File: src/rtl/irom_fetch_arbiter_if.sv
// ----------------------------------------------------------------------------
// irom_fetch_arbiter_if
//
// Bundles every handshake/bus signal of the instruction-ROM fetch arbiter:
// the IF fetch port, the MEM-stage load (LS) port and the shared ROM port.
//
// Signals:
//   if_req/if_addr      -> IF fetch request and byte address
//   if_valid/if_rdata   <- IF completion pulse and fetched word
//   stall_if            <- IF stalled (request pending, no valid yet)
//   ls_req/ls_addr      -> load-side request and byte address
//   ls_valid/ls_rdata   <- load-side completion pulse and word
//   read_ce/irom_addr   <- ROM read enable and word address
//   rom_inst/irom_fin   -> ROM read data and completion strobe
//   err                 <- timeout flag, pulses with the completing valid
//
// Modports:
//   master : the arbiter's view
//   slave  : the environment's view (requesters plus ROM)
// ----------------------------------------------------------------------------
interface irom_fetch_arbiter_if;
    logic        if_req;
    logic [31:0] if_addr;
    logic        if_valid;
    logic [31:0] if_rdata;
    logic        stall_if;

    logic        ls_req;
    logic [31:0] ls_addr;
    logic        ls_valid;
    logic [31:0] ls_rdata;

    logic        read_ce;
    logic [29:0] irom_addr;
    logic [31:0] rom_inst;
    logic        irom_fin;
    logic        err;

    modport master (
        input  if_req, if_addr, ls_req, ls_addr, rom_inst, irom_fin,
        output if_valid, if_rdata, stall_if, ls_valid, ls_rdata,
               read_ce, irom_addr, err
    );

    modport slave (
        output if_req, if_addr, ls_req, ls_addr, rom_inst, irom_fin,
        input  if_valid, if_rdata, stall_if, ls_valid, ls_rdata,
               read_ce, irom_addr, err
    );
endinterface

File: src/rtl/irom_fetch_arbiter.sv
// ----------------------------------------------------------------------------
// irom_fetch_arbiter
//
// Arbitrates the single instruction-ROM read port between the IF stage fetch
// and the MEM-stage load path (read-only constants). One request is granted
// per IDLE cycle, the ROM handshake is run in BUSY, and the returned word is
// presented to the owner for one cycle in RESP.
//
// Ports:
//   clk    : clock, rising edge
//   rst_n  : asynchronous active-low reset
//   bus    : irom_fetch_arbiter_if.master (requester ports and ROM port)
//
// Parameters:
//   STARVE_MAX : consecutive LS grants allowed while IF waits
//   TIMEOUT    : BUSY cycles without irom_fin before giving up
//                (only with IROM_TIMEOUT_EN)
//
// Configuration macro:
//   IROM_TIMEOUT_EN : when defined, a stuck ROM read is abandoned after
//                     TIMEOUT BUSY cycles, returning a NOP with err = 1.
//                     When undefined, BUSY waits forever and err is 0.
// ----------------------------------------------------------------------------
module irom_fetch_arbiter #(
    parameter int STARVE_MAX = 4,
    parameter int TIMEOUT    = 64
) (
    input  logic                         clk,
    input  logic                         rst_n,
    irom_fetch_arbiter_if.master         bus
);

    if (STARVE_MAX < 1 || TIMEOUT < 1) begin : g_param_check
        $error("irom_fetch_arbiter: STARVE_MAX and TIMEOUT must be >= 1");
    end

    localparam int SC_W = $clog2(STARVE_MAX + 1);

    typedef enum logic [1:0] {
        IDLE = 2'd0,
        BUSY = 2'd1,
        RESP = 2'd2
    } state_t;

    state_t          state_q;
    logic            owner_ls_q;   // 1: LS owns the transaction, 0: IF
    logic [29:0]     addr_q;       // word address; byte offset is ignored
    logic [SC_W-1:0] starve_cnt;
    logic            read_ce_q;
    logic            if_valid_q;
    logic            ls_valid_q;
    logic [31:0]     if_rdata_q;
    logic [31:0]     ls_rdata_q;

    logic            grant_ls;
    logic            grant_if;
    logic            starved;
    logic            busy_done;
    logic [31:0]     resp_data;

    // IF wins only once LS has been granted STARVE_MAX times in a row
    // while IF was waiting.
    assign starved  = (starve_cnt == SC_W'(STARVE_MAX));
    assign grant_ls = bus.ls_req && !(bus.if_req && starved);
    assign grant_if = bus.if_req && !grant_ls;

    // A timed-out read returns zero (NOP); a real completion always wins.
    assign resp_data = bus.irom_fin ? bus.rom_inst : 32'h0000_0000;

`ifdef IROM_TIMEOUT_EN
    localparam int TC_W = $clog2(TIMEOUT + 1);

    logic [TC_W-1:0] busy_cnt;
    logic            timed_out;
    logic            err_q;

    // busy_cnt counts completed BUSY cycles, so the current cycle is the
    // TIMEOUT-th one when it equals TIMEOUT-1.
    assign timed_out = (busy_cnt == TC_W'(TIMEOUT - 1));
    assign busy_done = bus.irom_fin || timed_out;
    assign bus.err   = err_q;

    always_ff @(posedge clk or negedge rst_n) begin
        if (!rst_n) begin
            busy_cnt <= '0;
            err_q    <= 1'b0;
        end else begin
            err_q <= 1'b0;
            if (state_q == IDLE) begin
                busy_cnt <= '0;
            end else if (state_q == BUSY) begin
                if (busy_done) begin
                    err_q <= !bus.irom_fin;
                end else begin
                    busy_cnt <= busy_cnt + 1'b1;
                end
            end
        end
    end
`else
    assign busy_done = bus.irom_fin;
    assign bus.err   = 1'b0;
`endif

    // NOTE: all state below is updated with non-blocking assignments so every
    // register samples pre-edge values regardless of statement order.
    always_ff @(posedge clk or negedge rst_n) begin
        if (!rst_n) begin
            state_q    <= IDLE;
            owner_ls_q <= 1'b0;
            addr_q     <= '0;
            starve_cnt <= '0;
            read_ce_q  <= 1'b0;
            if_valid_q <= 1'b0;
            ls_valid_q <= 1'b0;
            if_rdata_q <= '0;
            ls_rdata_q <= '0;
        end else begin
            if_valid_q <= 1'b0;
            ls_valid_q <= 1'b0;

            unique case (state_q)
                IDLE: begin
                    if (grant_ls || grant_if) begin
                        owner_ls_q <= grant_ls;
                        addr_q     <= grant_ls ? bus.ls_addr[31:2] : bus.if_addr[31:2];
                        read_ce_q  <= 1'b1;
                        state_q    <= BUSY;
                        if (grant_ls && bus.if_req) begin
                            starve_cnt <= starved ? starve_cnt : starve_cnt + 1'b1;
                        end else begin
                            starve_cnt <= '0;
                        end
                    end
                end

                BUSY: begin
                    if (busy_done) begin
                        read_ce_q <= 1'b0;
                        state_q   <= RESP;
                        if (owner_ls_q) begin
                            ls_valid_q <= 1'b1;
                            ls_rdata_q <= resp_data;
                        end else begin
                            if_valid_q <= 1'b1;
                            if_rdata_q <= resp_data;
                        end
                    end
                end

                RESP: begin
                    state_q <= IDLE;
                end

                default: begin
                    state_q <= IDLE;
                end
            endcase
        end
    end

    assign bus.read_ce   = read_ce_q;
    assign bus.irom_addr = addr_q;
    assign bus.if_valid  = if_valid_q;
    assign bus.ls_valid  = ls_valid_q;
    assign bus.if_rdata  = if_rdata_q;
    assign bus.ls_rdata  = ls_rdata_q;
    assign bus.stall_if  = bus.if_req && !if_valid_q;

endmodule

File: src/flat_wrapper.sv
// flat-port wrapper written by rule: the top's interface ports become plain ports
module irom_fetch_arbiter_flat 
#(
    parameter int STARVE_MAX = 4,
    parameter int TIMEOUT    = 64
)
  (clk, rst_n, bus_if_req, bus_if_addr, bus_ls_req, bus_ls_addr, bus_rom_inst, bus_irom_fin, bus_if_valid, bus_if_rdata, bus_stall_if, bus_ls_valid, bus_ls_rdata, bus_read_ce, bus_irom_addr, bus_err);
  irom_fetch_arbiter_if bus_i ();
  input  logic clk;
  input  logic rst_n;
  input wire logic [$bits(bus_i.if_req)-1:0] bus_if_req;
  input wire logic [$bits(bus_i.if_addr)-1:0] bus_if_addr;
  input wire logic [$bits(bus_i.ls_req)-1:0] bus_ls_req;
  input wire logic [$bits(bus_i.ls_addr)-1:0] bus_ls_addr;
  input wire logic [$bits(bus_i.rom_inst)-1:0] bus_rom_inst;
  input wire logic [$bits(bus_i.irom_fin)-1:0] bus_irom_fin;
  output wire logic [$bits(bus_i.if_valid)-1:0] bus_if_valid;
  output wire logic [$bits(bus_i.if_rdata)-1:0] bus_if_rdata;
  output wire logic [$bits(bus_i.stall_if)-1:0] bus_stall_if;
  output wire logic [$bits(bus_i.ls_valid)-1:0] bus_ls_valid;
  output wire logic [$bits(bus_i.ls_rdata)-1:0] bus_ls_rdata;
  output wire logic [$bits(bus_i.read_ce)-1:0] bus_read_ce;
  output wire logic [$bits(bus_i.irom_addr)-1:0] bus_irom_addr;
  output wire logic [$bits(bus_i.err)-1:0] bus_err;
  assign bus_i.if_req = bus_if_req;
  assign bus_i.if_addr = bus_if_addr;
  assign bus_i.ls_req = bus_ls_req;
  assign bus_i.ls_addr = bus_ls_addr;
  assign bus_i.rom_inst = bus_rom_inst;
  assign bus_i.irom_fin = bus_irom_fin;
  assign bus_if_valid = bus_i.if_valid;
  assign bus_if_rdata = bus_i.if_rdata;
  assign bus_stall_if = bus_i.stall_if;
  assign bus_ls_valid = bus_i.ls_valid;
  assign bus_ls_rdata = bus_i.ls_rdata;
  assign bus_read_ce = bus_i.read_ce;
  assign bus_irom_addr = bus_i.irom_addr;
  assign bus_err = bus_i.err;
  irom_fetch_arbiter #(.STARVE_MAX(STARVE_MAX), .TIMEOUT(TIMEOUT)) u_core (.clk(clk), .rst_n(rst_n), .bus(bus_i));
endmodule
File: config.mk
export PLATFORM = sky130hd
export DESIGN_NAME = irom_fetch_arbiter_flat
export DESIGN_NICKNAME = d
export VERILOG_FILES = /design/src/rtl/irom_fetch_arbiter_if.sv /design/src/rtl/irom_fetch_arbiter.sv /design/src/flat_wrapper.sv
export SDC_FILE = /design/constraint.sdc
export NUM_CORES = 1
export LEC_CHECK = 0
export BUFFER_PORTS_ARGS = -buffer_cell sky130_fd_sc_hd__buf_2
export CORE_ASPECT_RATIO = 1.25
export CORE_UTILIZATION = 43
export DETAILED_ROUTE_END_ITERATION = 10
export PLACE_DENSITY_LB_ADDON = 0.3
export SETUP_SLACK_MARGIN = 0.1
export SYNTH_ARGS = -nofsm -noshare
export SYNTH_HDL_FRONTEND = slang
export SYNTH_SLANG_ARGS = --single-unit
File: constraint.sdc
create_clock -name clk -period 1.38 [get_ports clk]
set_input_delay 0.069 -clock clk [delete_from_list [all_inputs] [get_ports clk]]
set_output_delay 0.069 -clock clk [all_outputs]
set_load 0.005 [all_outputs]
==> results of run 1 <==
[kinds of logic (layout without fill, tap and decap cells)]
family / count (synthesis) / after routing
mux: 65 / 65
buf+inv: 35 / 278
other cells: 1 / 1
compound gates: 35 / 35
flops: 103 / 103
simple gates: 78 / 78
fa+ha+maj: 2 / 2
[worst min-delay path, stage by stage]
cell	delay, ns
buf_2	0.07
and3_1	0.13
a221o_1	0.13
[synthesized netlist by cell type]
cell type and n:
and4_2 2, or2_4 1, nand4b_1 1, nand3b_1 1, o2bb2ai_1 1, o311ai_0 1
buf_6 9, a221o_1 30, o21ai_0 2, conb_1 1, dfrtp_1 103, buf_4 4
and4_1 28, nand2_1 5, ha_1 2, nand2_2 1, nor2_1 1, nand3_1 2
mux2_2 64, or2b_1 1, clkbuf_1 14, inv_1 6, nor2_2 1, nor2b_1 1
and3_2 1, and2_1 2, mux2i_1 1, buf_2 2, o22ai_1 1, and3_1 29
nand2b_1 1
[routing by layer]
layer  vias up  global-route usage (%)  share of wire [%]  wire [um]
met5         -                       0                  0          0
met4         0                    7.90                1.4        164
met3        11                    5.18                8.0        919
met2       164                    38.1                 51       5850
met1      1818                    25.9                 40       4620
li1       1689                       -                  -          -
[metrics by stage]
stage                     cells  setup slack (ns)  util [%]  TNS, ns  total power [mW]
after floorplan             319          -0.00231         -  -0.0465              8.14
after global placement      636           -0.0705      56.7    -2.87              10.3
after detailed placement    636           -0.0937      56.7    -4.80              10.5
after CTS                   688           -0.0937      63.5    -5.16              13.3
after global routing        691            -0.164      64.4   -12.43              14.4
final                       691            -0.101      64.4    -4.37              13.5
[registers in the layout (all words and copies together), names as in the netlist]
register              cells
u_core.owner_ls_q         1
u_core.starve_cnt         3
u_core.bus.if_valid       1
u_core.bus.ls_rdata      32
u_core.state_q            2
u_core.bus.if_rdata      32
u_core.bus.ls_valid       1
u_core.bus.read_ce        1
u_core.bus.irom_addr     30
[where the power goes]
part / switching, mW / internal, mW
registers: 0.791 / 4.52
logic: 2.34 / 3.52
clock network: 1.08 / 1.21
[cell type report]
type / count / area (sq um) / area share [%]
Sequential cell: 103 / 2580 / 39.8
Timing Repair Buffer: 258 / 1740 / 26.9
Multi-Input combinational cell: 181 / 1710 / 26.4
Clock buffer: 9 / 225 / 3.48
Tap cell: 129 / 161 / 2.49
Clock inverter: 5 / 36.3 / 0.561
Inverter: 6 / 22.5 / 0.348
[repair_timing]
| action | CTS | global route |
|---|---|---|
| gates cloned | 1 | 3 |
| endpoints found under the setup margin | 98 | 98 |
| buffers inserted | 3 | 0 |
| endpoints found under the hold margin | 115 | 0 |
| gates resized for setup | 11 | 3 |
| hold buffers | 34 | 0 |
| pin swaps | 1 | 2 |
[worst max-delay path by stage]
stage | start | endpoint | slack [ns] | cells after the start
after floorplan | u_core.state_q[1] | u_core.bus.if_rdata[0] | -0.002 | 4
after global placement | u_core.starve_cnt[1] | u_core.bus.irom_addr[0] | -0.07 | 6
after detailed placement | u_core.starve_cnt[1] | u_core.bus.irom_addr[28] | -0.09 | 6
after CTS | u_core.state_q[1] | u_core.bus.if_rdata[7] | -0.09 | 4
after global routing | u_core.starve_cnt[1] | u_core.bus.irom_addr[14] | -0.16 | 6
final | u_core.starve_cnt[1] | u_core.bus.irom_addr[14] | -0.10 | 6
==> flow_summary.ini, run 1 <==
[route]
first_pass_iters = 4
vias_per_cell = 5.33
drt_iter0_drc = 115
wl_um = 11600
drc = 0
wire_per_inst_um = 16.7
vias = 3682
drtAntennaViolNets = 0

[hold_path]
hp-start = bus_if_addr[21]
hold_class = in -> reg
min_to = u_core.bus.irom_addr[19]
hold_path_depth = 3

[timing]
max_freq_ghz = 0.675
clock_skew_ns = 0.00702
timing.hold.ws_ns = 0.0934
setup-violations-final = 93
post-route-period-util_pct = 107
final_hold_viol_count = 0
post-route-min-period_ns = 1.48
final-max-slew-violation-count = 0
timing.final.ws_setup_ns = -0.101
grt_setup_unrepaired = true

[synthesis]
ys_warn_count = 0
syn_avg_cell_area_sq_um = 13.9
synth-compound-area-share_pct = 7.52
synthAdderAreaFrac_pct = 0.563
synth_simple_gate_area_share_pct = 12.5
ys_top_cells_by_area = dfrtp_1, mux2_2, a221o_1
syn-num-nets = 422
synth_seq_cells = 103
ys_seq_area_share_pct = 58.0
synth_top_area_share_pct = 58.0
ys_types = 31
synth_top_family_by_area = multiplexers
synthMuxAreaShare_pct = 16.4
synth.cell_area_sq_um = 4440
synth_area_leader_cell = dfrtp_1
synth-xor-area-share_pct = 0
netlist_instances = 319

[critical_path]
cp_slowest_stage_delay_ns = 0.40
path_delay_family = flip-flops
r2r_cells = 6
crit_path_start_kind = register
reg2reg_setup_slack_ns = -0.10
critPathMaxFanout = 6
rr_startpoint = u_core.starve_cnt[1]
path_cells = inv_2 -> ha_4 -> nand3_4 -> buf_4 -> and4_1 -> a221o_1
cp_slowest_cell = dfrtp_1
crit_path_end_kind = register
reg2reg_to = u_core.bus.irom_addr[14]
critPathArrivalTime_ns = 1.70
cp.required_ns = 1.60
critPathBufInv = 2
worst-setup-path-type = reg -> reg

[power_and_ir_drop]
ir_drop_v = 0.00109
powerDensity_nw_per_um2 = 2080
p_leak_nw = 3.26

[global_routing]
grt_max_degree = 54
grt_pass1_vias = 3790
grt_pass1_wl_um = 18200
grtUsageTotal_pct = 21.7
antenna_found_initial = 0
grt_overflow_total = 0

[clock_tree]
clk_pin_slew_ns = 0.07
cts_sinks = 103
cts_tree = yes
clkLatencyLatePin_ns = 0.34
cts.htree.levels = 3
cts-root-buf = clkbuf_16
ctsLongestPathBuffers = 2
cts_made_buffers = 9

[final_layout]
areaGrowthSynthToFinish_pct = 45.6
drive_above_1_share_pct = 56.2
final_cell_mix = buf_2, dfrtp_1, mux2_2, dlygate4sd3_1, a221o_1
antenna_cells = 0
finalInstanceArea_sq_um = 6470
final_nets = 662
nFillCells = 823
final_common_cell = buf_2

[die]
fp.dieH_um = 116
dieArea_sq_um = 10700
initial_utilization_pct = 44.2
core_sq_um = 10100
ioPinCount = 200
die_width_um = 92.9
rows = 41

[run_status]
status = finished with violations
violations = negative setup slack

[placed_design]
portBuffers = 194
place_area_sq_um = 5700
dpl.hpwl_um = 7560
gp_congestion = 0.747

[job]
cap_violations = 0
Note: power is estimated with default switching activity, not from simulation.
==> run 2: changes to the inputs <==
Clock period 1.38 ns to 1.3 ns, I/O delays scaled along.
==> run 2 against run 1 <==
Effect of this change: the run still ends with negative setup slack left; non-clock buffer count down 1; via count is essentially flat; clock power up 20%; clock-buffer cell count rose by 1; register-to-register slack worse by 0.08 ns.
==> flow_summary.ini, run 2 (synthesized netlist as in run 1, its figures left out) <==
[run_status]
status = finished with violations
violations = negative setup slack

[global_routing]
grt_pass1_wl_um = 18000
grt_pass1_vias = 3663
grtUsageTotal_pct = 21.4
antenna_found_initial = 0
grt_max_degree = 104
grt_overflow_total = 0

[route]
wire_per_inst_um = 16.8
wl_met1_um = 4640
vias_per_cell = 5.32
wl_um = 11600
route.met3.wl_um = 901
drc = 0
top_layer = met4
first_pass_iters = 6
vias = 3679
wl_met2_um = 5900
drt_iter0_drc = 150
drtAntennaViolNets = 0

[critical_path]
rr_startpoint = u_core.starve_cnt[1]
cp_slowest_stage_delay_ns = 0.40
worstSetupStartpoint = u_core.starve_cnt[1]
critPathMaxFanout = 22
critPathArrivalTime_ns = 1.70
path_delay_family = flip-flops
crit_path_end_kind = register
cp.required_ns = 1.52
path_cells = inv_2 -> ha_4 -> nand3_4 -> buf_12 -> and4_1 -> a221o_1
crit_path_start_kind = register
worst-setup-path-type = reg -> reg
cp_slowest_cell = dfrtp_1
critPathBufInv = 2

[die]
rows = 41
ioPinCount = 200
die_width_um = 92.9
initial_utilization_pct = 44.2
fp.dieH_um = 116
dieArea_sq_um = 10700
core_sq_um = 10100

[clock_tree]
cts_sinks = 103
cts_tree = yes
cts_made_buffers = 9
cts-root-buf = clkbuf_16
clkLatencyLatePin_ns = 0.34
cts.htree.levels = 3
ctsLongestPathBuffers = 2
clk_pin_slew_ns = 0.07

[timing]
clock_skew_ns = 0.00222
timing.final.ws_setup_ns = -0.182
fin_setup_tns_ns = -13.20
final_hold_viol_count = 0
slew_headroom_pct = 61.2
setup-violations-final = 96
grt_setup_unrepaired = true
timing.hold.ws_ns = 0.0873
final-max-slew-violation-count = 0
post-route-min-period_ns = 1.48
max_freq_ghz = 0.675
post-route-period-util_pct = 114
tightest_slew_ns = 0.582

[job]
cap_violations = 0

[power_and_ir_drop]
p_leak_nw = 3.28
finalPower_mw = 14.6
p_clk_share_pct = 18.9
switching_share_pct = 31.1
powerDensity_nw_per_um2 = 2250
combPwrFrac_pct = 42.4
power_switching_mw = 4.54
pwr-share-seq_pct = 38.8
ir_drop_v = 0.00128
p_int_mw = 10.0

[placed_design]
portBuffers = 194
place_ws_ns = -0.171
dp_cells = 635
gp_congestion = 0.719
dpl.hpwl_um = 7410

[final_layout]
areaGrowthSynthToFinish_pct = 46.1
antenna_cells = 0
drive_above_1_share_pct = 56.5
final_cell_mix = buf_2, dfrtp_1, mux2_2, dlygate4sd3_1, a221o_1
final_nets = 661
final_cells = 692
final_common_cell = buf_2
nFillCells = 797

[hold_path]
hold_class = in -> reg
hp-start = bus_if_addr[28]
-- run 2: per-layer routing --
metal  GRT usage, %  up-vias
met3           6.36       13
met4           7.18        0
li1               -     1678
met2           36.3      164
met5              0        -
met1           26.1     1824
-- run 2: worst min-delay path, stage by stage --
cell and delay [ns]:
buf_2 0.07, and3_1 0.13, a221o_1 0.13
-- run 2: final timing paths --
path | endpoint | slack, ns | cells past startpoint
worst max register to register | u_core.bus.irom_addr[10] | -0.18 | 6
max in group asynchronous | u_core.starve_cnt[2] | 0.53 | 3
worst max-delay path | u_core.bus.irom_addr[10] | -0.18 | 6
min in group asynchronous | u_core.bus.irom_addr[8] | 0.28 | 3
worst min register to register | u_core.bus.read_ce | 0.48 | 2
worst min-delay path | u_core.bus.irom_addr[26] | 0.09 | 3
-- run 2: what timing repair did --
action	in CTS	in global routing
hold endpoints to repair	168	0
buffers inserted	3	0
endpoints found under the setup margin	98	99
gates resized for setup	15	3
pin swaps	1	6
gates cloned	1	3
hold buffers	34	0
-- run 2: final cells by class --
| class | instances | area [sq um] | share of cell area, % |
|---|---|---|---|
| clock buffers | 10 | 239 | 3.68 |
| clock inverters | 6 | 67.6 | 1.04 |
| inverters | 6 | 22.5 | 0.347 |
| multi-input cells | 181 | 1740 | 26.7 |
| flip-flops and latches | 103 | 2580 | 39.7 |
| well taps | 129 | 161 | 2.49 |
| repair buffers | 257 | 1690 | 26.0 |
-- run 2: power by group through the flow --
stage,combinational (mW),clock [mW],sequential [mW]
after floorplan,2.89,0,5.76
after global routing,6.75,2.94,5.83
after global placement,5.42,0,5.58
final,6.18,2.75,5.65
after detailed placement,5.56,0,5.66
after CTS,6.00,2.84,5.63
-- run 2: metrics by stage --
stage	instance area (sq um)	utilization, %
after floorplan	4510	-
after global placement	5700	56.7
after detailed placement	5700	56.7
after CTS	6440	64.0
after global routing	6490	64.6
final	6490	64.6
